<file path="config.mk">
export PLATFORM = sky130hd
export DESIGN_NAME = register_bank_param
export DESIGN_NICKNAME = d
export VERILOG_FILES = /design/src/rtl/regbank_pkg.sv /design/src/rtl/regbank_scoreboard.sv /design/src/rtl/register_bank_param.sv
export SDC_FILE = /design/constraint.sdc
export NUM_CORES = 1
export LEC_CHECK = 0
export CORE_MARGIN = 2
export CORE_UTILIZATION = 55
export CTS_CLUSTER_DIAMETER = 100
export DETAILED_ROUTE_END_ITERATION = 10
export PLACE_DENSITY = 0.84
export SLEW_MARGIN = 20
export SYNTH_ARGS = -nofsm -noshare
export SYNTH_HDL_FRONTEND = slang
export SYNTH_HIERARCHICAL = 1
export SYNTH_SLANG_ARGS = --single-unit
export TNS_END_PERCENT = 20
</file>
<file path="constraint.sdc">
create_clock -name clock -period 3 [get_ports clock]
set_input_delay 0.6 -clock clock [delete_from_list [all_inputs] [get_ports clock]]
set_output_delay 0.6 -clock clock [all_outputs]
set_load 0.005 [all_outputs]
</file>
<file path="src/rtl/regbank_pkg.sv">
// Shared register-bank constants and helpers for the ID stage and hazard unit.
// Latency: n/a (package only).
// Backpressure: n/a.
package regbank_pkg;

    localparam int DEF_DATA_W   = 16;
    localparam int DEF_NUM_REGS = 8;

    // Ceiling log2, minimum 1 bit so a two-entry bank still has an address bit.
    function automatic int clog2(input int n);
        int r;
        r = 1;
        while ((1 << r) < n) begin
            r++;
        end
        return r;
    endfunction

endpackage

</file>
<file path="src/rtl/regbank_scoreboard.sv">
// Pending-write scoreboard: one busy bit per register, two registered lookups, OR-reduce.
// Latency: lookups and any_busy registered, 1 cycle, reflecting this cycle's set/clear.
// Backpressure: none; read_en=0 holds busy_a/busy_b, busy vector and any_busy always update.
// Ports: clock/resetN (sync active-low); read_en, addr_a/addr_b lookups;
//        clr_vld/clr_addr (completed write); set_req/set_addr (issue); busy_a/busy_b/any_busy.
module regbank_scoreboard
    import regbank_pkg::*;
#(
    parameter int  NUM_REGS = DEF_NUM_REGS,
    parameter bit  ZERO_REG = 1'b1,
    localparam int ADDR_W   = clog2(NUM_REGS)
) (
    input  logic              clock,
    input  logic              resetN,
    input  logic              read_en,
    input  logic [ADDR_W-1:0] addr_a,
    input  logic [ADDR_W-1:0] addr_b,
    input  logic              clr_vld,
    input  logic [ADDR_W-1:0] clr_addr,
    input  logic              set_req,
    input  logic [ADDR_W-1:0] set_addr,
    output logic              busy_a,
    output logic              busy_b,
    output logic              any_busy
);

    logic [NUM_REGS-1:0] busy;
    logic [NUM_REGS-1:0] busy_nxt;
    logic                set_vld;
    logic                look_a;
    logic                look_b;

    assign set_vld = set_req && (int'(set_addr) < NUM_REGS) && !(ZERO_REG && set_addr == '0);

    // Clear first, then set: an issue in the same cycle as the completing write
    // leaves the register busy because the new producer is still in flight.
    always_comb begin
        busy_nxt = busy;
        if (clr_vld) begin
            busy_nxt[clr_addr] = 1'b0;
        end
        if (set_vld) begin
            busy_nxt[set_addr] = 1'b1;
        end
    end

    assign look_a = (int'(addr_a) < NUM_REGS) ? busy_nxt[addr_a] : 1'b0;
    assign look_b = (int'(addr_b) < NUM_REGS) ? busy_nxt[addr_b] : 1'b0;

    always_ff @(posedge clock) begin
        if (!resetN) begin
            busy     <= '0;
            busy_a   <= 1'b0;
            busy_b   <= 1'b0;
            any_busy <= 1'b0;
        end else begin
            busy     <= busy_nxt;
            any_busy <= |busy_nxt;
            if (read_en) begin
                busy_a <= look_a;
                busy_b <= look_b;
            end
        end
    end

endmodule

</file>
<file path="src/rtl/register_bank_param.sv">
// Parametrised ID-stage register bank: 2 registered read ports, 1 write port, busy scoreboard.
// Latency: reads 1 cycle, with same-cycle write-to-read bypass on data and busy.
// Backpressure: none; readEn=0 holds read outputs while writes and scoreboard still update.
// Ports: clock/resetN (sync active-low); readEn, readAddrA/B; regWrite, writeAddr, writeData;
//        issueValid, issueAddr; dataA/B, busyA/B, anyBusy (all registered).
module register_bank_param
    import regbank_pkg::*;
#(
    parameter int  DATA_W   = DEF_DATA_W,
    parameter int  NUM_REGS = DEF_NUM_REGS,
    parameter bit  ZERO_REG = 1'b1,
    localparam int ADDR_W   = clog2(NUM_REGS)
) (
    input  logic              clock,
    input  logic              resetN,
    input  logic              readEn,
    input  logic [ADDR_W-1:0] readAddrA,
    input  logic [ADDR_W-1:0] readAddrB,
    input  logic              regWrite,
    input  logic [ADDR_W-1:0] writeAddr,
    input  logic [DATA_W-1:0] writeData,
    input  logic              issueValid,
    input  logic [ADDR_W-1:0] issueAddr,
    output logic [DATA_W-1:0] dataA,
    output logic [DATA_W-1:0] dataB,
    output logic              busyA,
    output logic              busyB,
    output logic              anyBusy
);

    logic [DATA_W-1:0] regs [NUM_REGS];
    logic              wr_vld;
    logic [DATA_W-1:0] rd_a;
    logic [DATA_W-1:0] rd_b;

    // A write only counts when it lands on a real, writable register; the same
    // qualified strobe drives the bypass and the scoreboard clear.
    assign wr_vld = regWrite && (int'(writeAddr) < NUM_REGS) && !(ZERO_REG && writeAddr == '0);

    // Out-of-range and hardwired-zero reads return 0 and never see the bypass.
    always_comb begin
        rd_a = '0;
        if ((int'(readAddrA) < NUM_REGS) && !(ZERO_REG && readAddrA == '0)) begin
            rd_a = (wr_vld && writeAddr == readAddrA) ? writeData : regs[readAddrA];
        end
    end

    always_comb begin
        rd_b = '0;
        if ((int'(readAddrB) < NUM_REGS) && !(ZERO_REG && readAddrB == '0)) begin
            rd_b = (wr_vld && writeAddr == readAddrB) ? writeData : regs[readAddrB];
        end
    end

    always_ff @(posedge clock) begin
        if (!resetN) begin
            for (int i = 0; i < NUM_REGS; i++) begin
                regs[i] <= '0;
            end
            dataA <= '0;
            dataB <= '0;
        end else begin
            if (wr_vld) begin
                regs[writeAddr] <= writeData;
            end
            if (readEn) begin
                dataA <= rd_a;
                dataB <= rd_b;
            end
        end
    end

    regbank_scoreboard #(
        .NUM_REGS (NUM_REGS),
        .ZERO_REG (ZERO_REG)
    ) u_scoreboard (
        .clock    (clock),
        .resetN   (resetN),
        .read_en  (readEn),
        .addr_a   (readAddrA),
        .addr_b   (readAddrB),
        .clr_vld  (wr_vld),
        .clr_addr (writeAddr),
        .set_req  (issueValid),
        .set_addr (issueAddr),
        .busy_a   (busyA),
        .busy_b   (busyB),
        .any_busy (anyBusy)
    );

endmodule

</file>
# Word level (Yosys, flattened, before mapping)
# Memory sizes are Yosys's and may differ from the RTL's.
# Index checks and enable logic that the tools add are counted.
# totals
word_cells	53
ram_bits	128
n_memories	1
ff_bits	43
inputBits	33
# memory_table
memory	words	width	rd	rd_ports_with_merged_regs	wr	line_no	text
regs	8	16	2	0	8	register_bank_param.sv:31	logic [DATA_W-1:0] regs [NUM_REGS];
# classes
reduce_logical	14
magnitude_cmp	6
eq_ne	2
bitwise	3
n_mux	21
# ops
cell	count
$mux 16	5
$lt 3x4->1 const B	4
$mux 8	2
$reduce_or 16->1	1
$logic_not 3->1	4
$mux 1	9
$and 8x8->8	1
$not 8->8	1
$or 8x8->8	1
$reduce_or 8->1	1
$bmux 1 s3	2
$demux 1 s3	2
$eq 3x3->1	2
$ge 3x1->1 const B	2
$logic_and 1x1->1	6
$mux 3	1
$logic_not 1->1	2

# Depth between registers and ports, before layout
# Gate-level depths: netlist of run 1.
# logic_depth
ltp_word	11
ltp_mapped	8
depth_no_buf	7

# Cells and area by module
# Netlist of run 1, hierarchy kept.
# modules_own_cells
module	seq_area_each_um2	cells_per_inst	area_per_inst_um2	instances
register_bank_param	4484.3	507	7908.8	1
regbank_scoreboard	220.2	81	659.4	1

# Worst setup path before layout of run 1
# OpenSTA, ideal clock, no wires.
# synth_timing
kind	input-to-reg
startpoint	input resetN
endpoint	memory regs[5][0] (netlist bit), enable pin
setup_slack_ns	0.439
path_stages	3
required_time_ns	2.589
t_arrival_ns	2.150
path_cell_list	buf_2 > nand3_1 > o21ai_0
# synth_lines
element	line_no	text
start, declared	register_bank_param.sv:15	input logic resetN,
end, declared	register_bank_param.sv:31	

# Worst setup path after layout of run 1
# layout_timing
startpoint	input writeAddr[2]
endpoint	register u_scoreboard.busy_b
# layout_lines
element	line_no	text
start, declared	register_bank_param.sv:20	input logic [ADDR_W-1:0] writeAddr,
$logic_not 3->1 (*)	register_bank_param.sv:38	assign wr_vld = regWrite && (int'(writeAddr) < NUM_REGS) && !(ZERO_REG && writeAddr == '0);
$logic_not 1->1 (*)	register_bank_param.sv:38	
$logic_and 1x1->1 (*)	register_bank_param.sv:38	
named net wr_vld	register_bank_param.sv:32	logic wr_vld;
$mux 8 (*)	regbank_scoreboard.sv:39	if (clr_vld) begin
$or 8x8->8 (no source line)	-	
$mux 8 (*)	regbank_scoreboard.sv:42	if (set_vld) begin
$bmux 1 s3 (*)	regbank_scoreboard.sv:48	assign look_b = (int'(addr_b) < NUM_REGS) ? busy_nxt[addr_b] : 1'b0;
$mux 1 (implied by the code) (*)	regbank_scoreboard.sv:48	
end signal, assigned	regbank_scoreboard.sv:61	busy_b <= look_b;
end, declared	regbank_scoreboard.sv:23	output logic busy_b,
# The timed path passes the listed nets; every way through them passes the cells marked *. The select of a mux whose other input is x is not followed.
# A chain may end at the register's enable or synchronous reset.

==> results of run 1 <==
[power breakdown]
part           total, mW  switching [mW]  internal [mW]
clock               2.18           0.915           1.27
sequential          2.80          0.0944           2.71
combinational      0.752           0.355          0.397
total               5.74            1.36           4.37
[layer usage]
metal | part of all wire, % | vias to the layer above | wire [um] | GRT usage (%)
met3 | 7.2 | 78 | 1610 | 5.07
li1 | - | 2494 | - | -
met1 | 37 | 2936 | 8210 | 32.6
met4 | 4.0 | 0 | 894 | 15.5
met2 | 52 | 350 | 11700 | 49.8
met5 | 0 | - | 0 | 0
[path summary, 6_finish.rpt]
path,depth (start not counted),from,slack [ps],endpoint
worst min register to register,1,dataA[12]$_SDFFE_PN0P_,480,dataA[12]$_SDFFE_PN0P_
worst max register to register,4,regs[5][15]$_SDFFCE_PN0P_,1410,dataB[15]$_SDFFE_PN0P_
worst max-delay path,8,writeAddr[2],510,u_scoreboard/busy_b$_SDFFE_PN0P_
worst min-delay path,1,dataA[12]$_SDFFE_PN0P_,480,dataA[12]$_SDFFE_PN0P_
[worst register-to-register path: cells and delay by family, from the launching register on]
kind             cells  cell delay [ps]
flip-flops           1              390
multiplexers         2              740
AO/OA/AOI/OAI        1              260
AND/OR/NAND/NOR      1               80
[sequential cells by signal (all words and copies together) (netlist names)]
name,cells
dataA,16
dataB,16
regs,128
u_scoreboard/any_busy,1
u_scoreboard/busy,8
u_scoreboard/busy_a,1
u_scoreboard/busy_b,1
[Yosys cell counts, types with 2 or more instances]
master	n
a21oi_1	4
a221o_1	32
a221oi_1	2
a22oi_1	2
a2bb2oi_1	2
a32oi_1	2
and2_1	115
and3_1	3
buf_1	6
buf_2	9
buf_4	6
buf_6	4
clkbuf_1	13
dfxtp_1	43
edfxtp_1	128
inv_1	4
mux2i_1	32
mux4_1	2
mux4_2	62
nand2_1	8
nand2b_1	8
nand3_1	4
nand3b_1	5
nand4b_1	2
nor2_1	43
nor3_1	5
o21ai_0	12
o21ai_1	2
o311ai_0	2
o31ai_1	2
o41ai_1	2
xnor2_1	3
[final cells by class]
type	instances	area, um2	share of cell area, %
clock inverters	10	118	1.14
inverters	4	15.0	0.146
well taps	188	235	2.29
repair buffers	111	1040	10.1
flip-flops and latches	171	4700	45.8
multi-input cells	390	3710	36.1
clock buffers	21	460	4.48
[metrics by stage]
stage	total power, mW	cells	utilization (%)	setup WS [ps]	cell area (um2)
3_5_place_dp	3.58	863	63.7	50.4	9690
4_1_cts	5.72	894	67.5	472	10300
3_3_place_gp	3.54	863	63.7	112	9680
5_1_grt	5.88	895	67.6	419	10300
6_report	5.74	895	67.6	506	10300
2_1_floorplan	3.25	603	-	439	8620
[logic make-up after synthesis]
kind of cell,share of synthesized area [%]
AOI/OAI and AO/OA,7.33
xor gates and xnor gates,0.920
buffers and inverters,2.58
DFF,54.9
muxes,20.6
other,0.0438
and+or+nand+nor,13.6
==> results.sh, run 1 <==
export IMPL_slew_headroom_pct=41.6
export IMPL_first_pass_iters=5
export IMPL_vias=5858
export IMPL_synthTopCellsByArea="edfxtp_1 45%, mux4_2 16%, dfxtp_1 10%"
export IMPL_synth_area_um2=8570
export IMPL_endpoint_kind="flop"
export IMPL_cts_clk_slew_worst_paths_ps=60
export IMPL_area_delta_synth_final_pct=20.0
export IMPL_ys_seq_area_share_pct=54.9
export IMPL_most_common_layout_cells="128 x edfxtp_1, 115 x and2_1, 64 x clkdlybuf4s50_1, 62 x mux4_2, 43 x dfxtp_1"
export IMPL_clock_skew_ps=7.77
export IMPL_grt_max_degree=42
export IMPL_layout_min_cycle_time_ps=2490
export IMPL_grt_pass1_vias=6179
export IMPL_gp_routability_congestion=0.862
export IMPL_cp_common_cell="a21oi_1"
export IMPL_port_buffers=67
export IMPL_dieArea_um2=16600
export IMPL_final_fill_count=1002
export IMPL_track_usage_pct=28.2
export IMPL_hold_ws_ps=484
export IMPL_vdd_drop_max_v=0.000454
export IMPL_hp_class="reg2reg"
export IMPL_slowest_delay_ps=650
export IMPL_critical_path_required_ps=3310
export IMPL_dpl_hpwl_um=14600
export IMPL_vias_per_cell=6.55
export IMPL_htreeDepth=4
export IMPL_yosys_area_top_type="edfxtp_1"
export IMPL_p_leak_nw=3.72
export IMPL_floorplan_initialDensity_pct=56.4
export IMPL_path_cells="clkdlybuf4s50_1 -> o31ai_4 -> inv_1 -> or4b_4 -> a21oi_1 -> a21oi_1 -> a221oi_1 -> o21ai_1"
export IMPL_synth_top_area_share_pct=44.9
export IMPL_grt_pass1_wl_um=34000
export IMPL_drtIter0Drc=638
export IMPL_antenna_cells=0
export IMPL_rows=45
export IMPL_drv_cap=0
export IMPL_cts_buffer_depth=2
export IMPL_ys_ff_latch=171
export IMPL_ys_flop_type="edfxtp_1"
export IMPL_wl_per_cell_um=25.0
export IMPL_ant_nets=0
export IMPL_powerDensity_nw_per_um2=558
export IMPL_drt_wl_total_um=22400
export IMPL_post_route_period_util_pct=83.1
export IMPL_tightest_slew_ps=875
export IMPL_core_region_area_um2=15200
export IMPL_drive_gt1_share_pct=21.1
export IMPL_clock_latency_ps=440
export IMPL_root_buffer="clkbuf_16"
export IMPL_finalSetupViolations=0
export IMPL_cpMaxStageDelayCell="clkdlybuf4s50_1"
export IMPL_grt_overflow=0
export IMPL_timing_worst_setup_path_type="in2reg"
export IMPL_final_hold_violation_count=0
export IMPL_postSynthCellCount=588
export IMPL_numCtsBuffers=17
export IMPL_tns_ps=0
export IMPL_fin_nets=728
export IMPL_cts_tree="done"
export IMPL_mostFrequentLayoutCell="edfxtp_1"
export IMPL_chipHeight_um=129
export IMPL_critPathBufInv=2
export IMPL_crit_family="buffers and inverters"
export IMPL_cts_resized=0
export IMPL_clock_sinks=171
export IMPL_fmax_ghz=0.401
export IMPL_drv_slew=0
export IMPL_yosysWarnings=6
export IMPL_outcome="completed"
export IMPL_cts_hold_buf=0
export IMPL_antenna_found_initial=0
export IMPL_synth_distinct_cells=51
export IMPL_cts_setup_buffers=0
export IMPL_rsz0062_at_grt="no"
export IMPL_ios=68
export IMPL_synth_edf_count=128
export IMPL_async_reset_ff_share_pct=0
export IMPL_critPathMaxFanout=9
export IMPL_synth_avg_cell_area_um2=14.6
export IMPL_crit_path_start_kind="input pin"
export IMPL_route_detailed_drc=0
export IMPL_cp_arrival_ps=2800
export IMPL_die_w_um=129
Note: power is estimated with default switching activity, not from simulation.
==> inputs of run 2 (changes only) <==
- CORE_UTILIZATION: 55 -> 53
- PLACE_DENSITY: 0.84 -> 0.85
- clock period: 3 -> 2.1 ns (I/O delays scaled with it)
==> results.sh, run 2 (synthesized netlist as in run 1, its figures left out) <==
export IMPL_tns_ps=0
export IMPL_path_cells="clkdlybuf4s50_1 -> buf_4 -> buf_4 -> nand4bb_1 -> a32oi_2 -> a21oi_1 -> a221oi_1 -> o21ai_1"
export IMPL_cp_common_cell="buf_4"
export IMPL_drt_wl_total_um=22700
export IMPL_internal_power_mw=6.33
export IMPL_tightest_slew_ps=690
export IMPL_vias_per_cell=6.35
export IMPL_dieArea_um2=17200
export IMPL_antenna_found_initial=0
export IMPL_outcome="completed"
export IMPL_critical_path_required_ps=2410
export IMPL_fmax_ghz=0.497
export IMPL_finalSetupViolations=0
export IMPL_post_route_period_util_pct=95.8
export IMPL_grt_pass1_vias=6303
export IMPL_seqPwrFrac_pct=47.9
export IMPL_chipHeight_um=131
export IMPL_fin_nets=762
export IMPL_drv_slew=0
export IMPL_gp_routability_congestion=0.869
export IMPL_floorplan_initialDensity_pct=54.1
export IMPL_layout_min_cycle_time_ps=2010
export IMPL_route_detailed_drc=0
export IMPL_fin_util_pct=67.5
export IMPL_port_buffers=67
export IMPL_vias=6087
export IMPL_drtIter0Drc=623
export IMPL_grt_max_degree=24
export IMPL_mostFrequentLayoutCell="edfxtp_1"
export IMPL_die_w_um=131
export IMPL_htreeDepth=4
export IMPL_cpMaxStageDelayCell="clkdlybuf4s50_1"
export IMPL_switching_power_mw=2.04
export IMPL_numCtsBuffers=17
export IMPL_rsz0062_at_grt="yes"
export IMPL_layout_top_registers="regs x128, dataA x16, dataB x16"
export IMPL_clock_skew_ps=5.73
export IMPL_clock_sinks=171
export IMPL_finalInstanceArea_um2=10700
export IMPL_p_leak_nw=3.93
export IMPL_wl_per_cell_um=23.6
export IMPL_critPathMaxFanout=6
export IMPL_clkPwrFrac_pct=38.5
export IMPL_area_delta_synth_final_pct=24.8
export IMPL_cts_clk_slew_worst_paths_ps=70
export IMPL_ant_nets=0
export IMPL_most_common_layout_cells="128 x edfxtp_1, 115 x and2_1, 67 x buf_4, 64 x clkdlybuf4s50_1, 62 x mux4_2"
export IMPL_grt_overflow=0
export IMPL_core_region_area_um2=15800
export IMPL_total_power_mw=8.36
export IMPL_power_frac_comb_pct=13.6
export IMPL_crit_path_start_kind="input pin"
export IMPL_final_hold_violation_count=0
export IMPL_crit_family="buffers and inverters"
export IMPL_critPathBufInv=3
export IMPL_cp_arrival_ps=2320
export IMPL_powerDensity_nw_per_um2=782
export IMPL_grt_pass1_wl_um=35200
export IMPL_root_buffer="clkbuf_16"
export IMPL_switching_share_pct=24.3
export IMPL_track_usage_pct=27.0
export IMPL_cts_buffer_depth=2
export IMPL_drive_gt1_share_pct=25.1
export IMPL_endpoint_kind="flop"
export IMPL_regMostFlops="regs"
export IMPL_final_fill_count=1009
export IMPL_drv_cap=0
export IMPL_largest_reg_flops=128
export IMPL_ios=68
export IMPL_hp_class="in2reg"
export IMPL_first_pass_iters=6
export IMPL_vdd_drop_max_v=0.000636
export IMPL_rows=46
export IMPL_clock_latency_ps=440
export IMPL_cts_setup_buffers=0
export IMPL_timing_worst_setup_path_type="in2reg"
export IMPL_dpl_hpwl_um=15400
export IMPL_place_area_um2=10100
export IMPL_antenna_cells=0
export IMPL_slew_headroom_pct=54.0
export IMPL_slowest_delay_ps=500
export IMPL_cts_tree="done"
[run 2: changes by cell type in the layout (fill, tap and decap cells not counted), moves of 2 or more]
cell / before / now
nor2_1: 39 / 41
buf_12: 4 / 11
clkinv_4: 1 / 4
clkinv_2: 2 / 0
nor2_2: 4 / 2
clkbuf_1: 2 / 0
buf_4: 39 / 67
[run 2: layer usage]
metal / share of wire (%) / wire length, um / track usage, % / vias to the layer above
li1: - / - / - / 2583
met1: 36 / 8200 / 32.2 / 3014
met2: 52 / 11700 / 46.6 / 406
met3: 8.2 / 1870 / 6.10 / 84
met4: 3.8 / 865 / 13.3 / 0
met5: 0 / 0 / 0 / -
[run 2: what timing repair did]
item	4_1_cts	5_1_grt
gates resized for setup	0	1
hold endpoints to repair	0	0
endpoints found under the setup margin	0	3
hold buffers	0	0
[run 2: worst paths after layout]
| kind | start | to | slack [ps] | depth (start not counted) |
|---|---|---|---|---|
| hold reg to reg | dataA[0]$_SDFFE_PN0P_ | dataA[0]$_SDFFE_PN0P_ | 490 | 1 |
| setup reg to reg | regs[3][7]$_SDFFCE_PN0P_ | dataB[7]$_SDFFE_PN0P_ | 460 | 4 |
| hold / removal | readAddrA[2] | u_scoreboard/busy_a$_SDFFE_PN0P_ | 480 | 4 |
| setup / recovery | writeAddr[2] | u_scoreboard/busy_b$_SDFFE_PN0P_ | 90 | 8 |
[run 2: power groups by stage]
stage          combinational (mW)  sequential (mW)  clock [mW]
5_1_grt                      1.20             4.02        3.36
6_report                     1.14             4.00        3.22
3_3_place_gp                 1.09             4.04           0
3_5_place_dp                 1.12             4.06           0
2_1_floorplan               0.618             4.02           0
4_1_cts                      1.13             3.99        3.24
[run 2: through the flow]
| step | setup WS [ps] | instances | hold slack [ps] |
|---|---|---|---|
| 2_1_floorplan | -281 | 603 | 482 |
| 3_3_place_gp | -375 | 926 | 467 |
| 3_5_place_dp | -413 | 926 | 473 |
| 4_1_cts | 57.1 | 958 | 452 |
| 5_1_grt | -19.9 | 958 | 487 |
| 6_report | 88.0 | 958 | 481 |
[run 2: area by class of cell]
class	count	area [um2]	area share (%)
clock buffer	19	453	4.24
tap	216	270	2.53
clock inverter	13	158	1.47
inverter	4	15.0	0.140
multi-input combinational	390	3710	34.7
timing repair buffer	145	1380	12.9
sequential	171	4700	44.0
[run 2: worst register-to-register path: stages (launching register included)]
cell and delay (ps):
edfxtp_1 410, mux4_2 480, mux2i_1 280, nor2_1 80, a221o_1 270
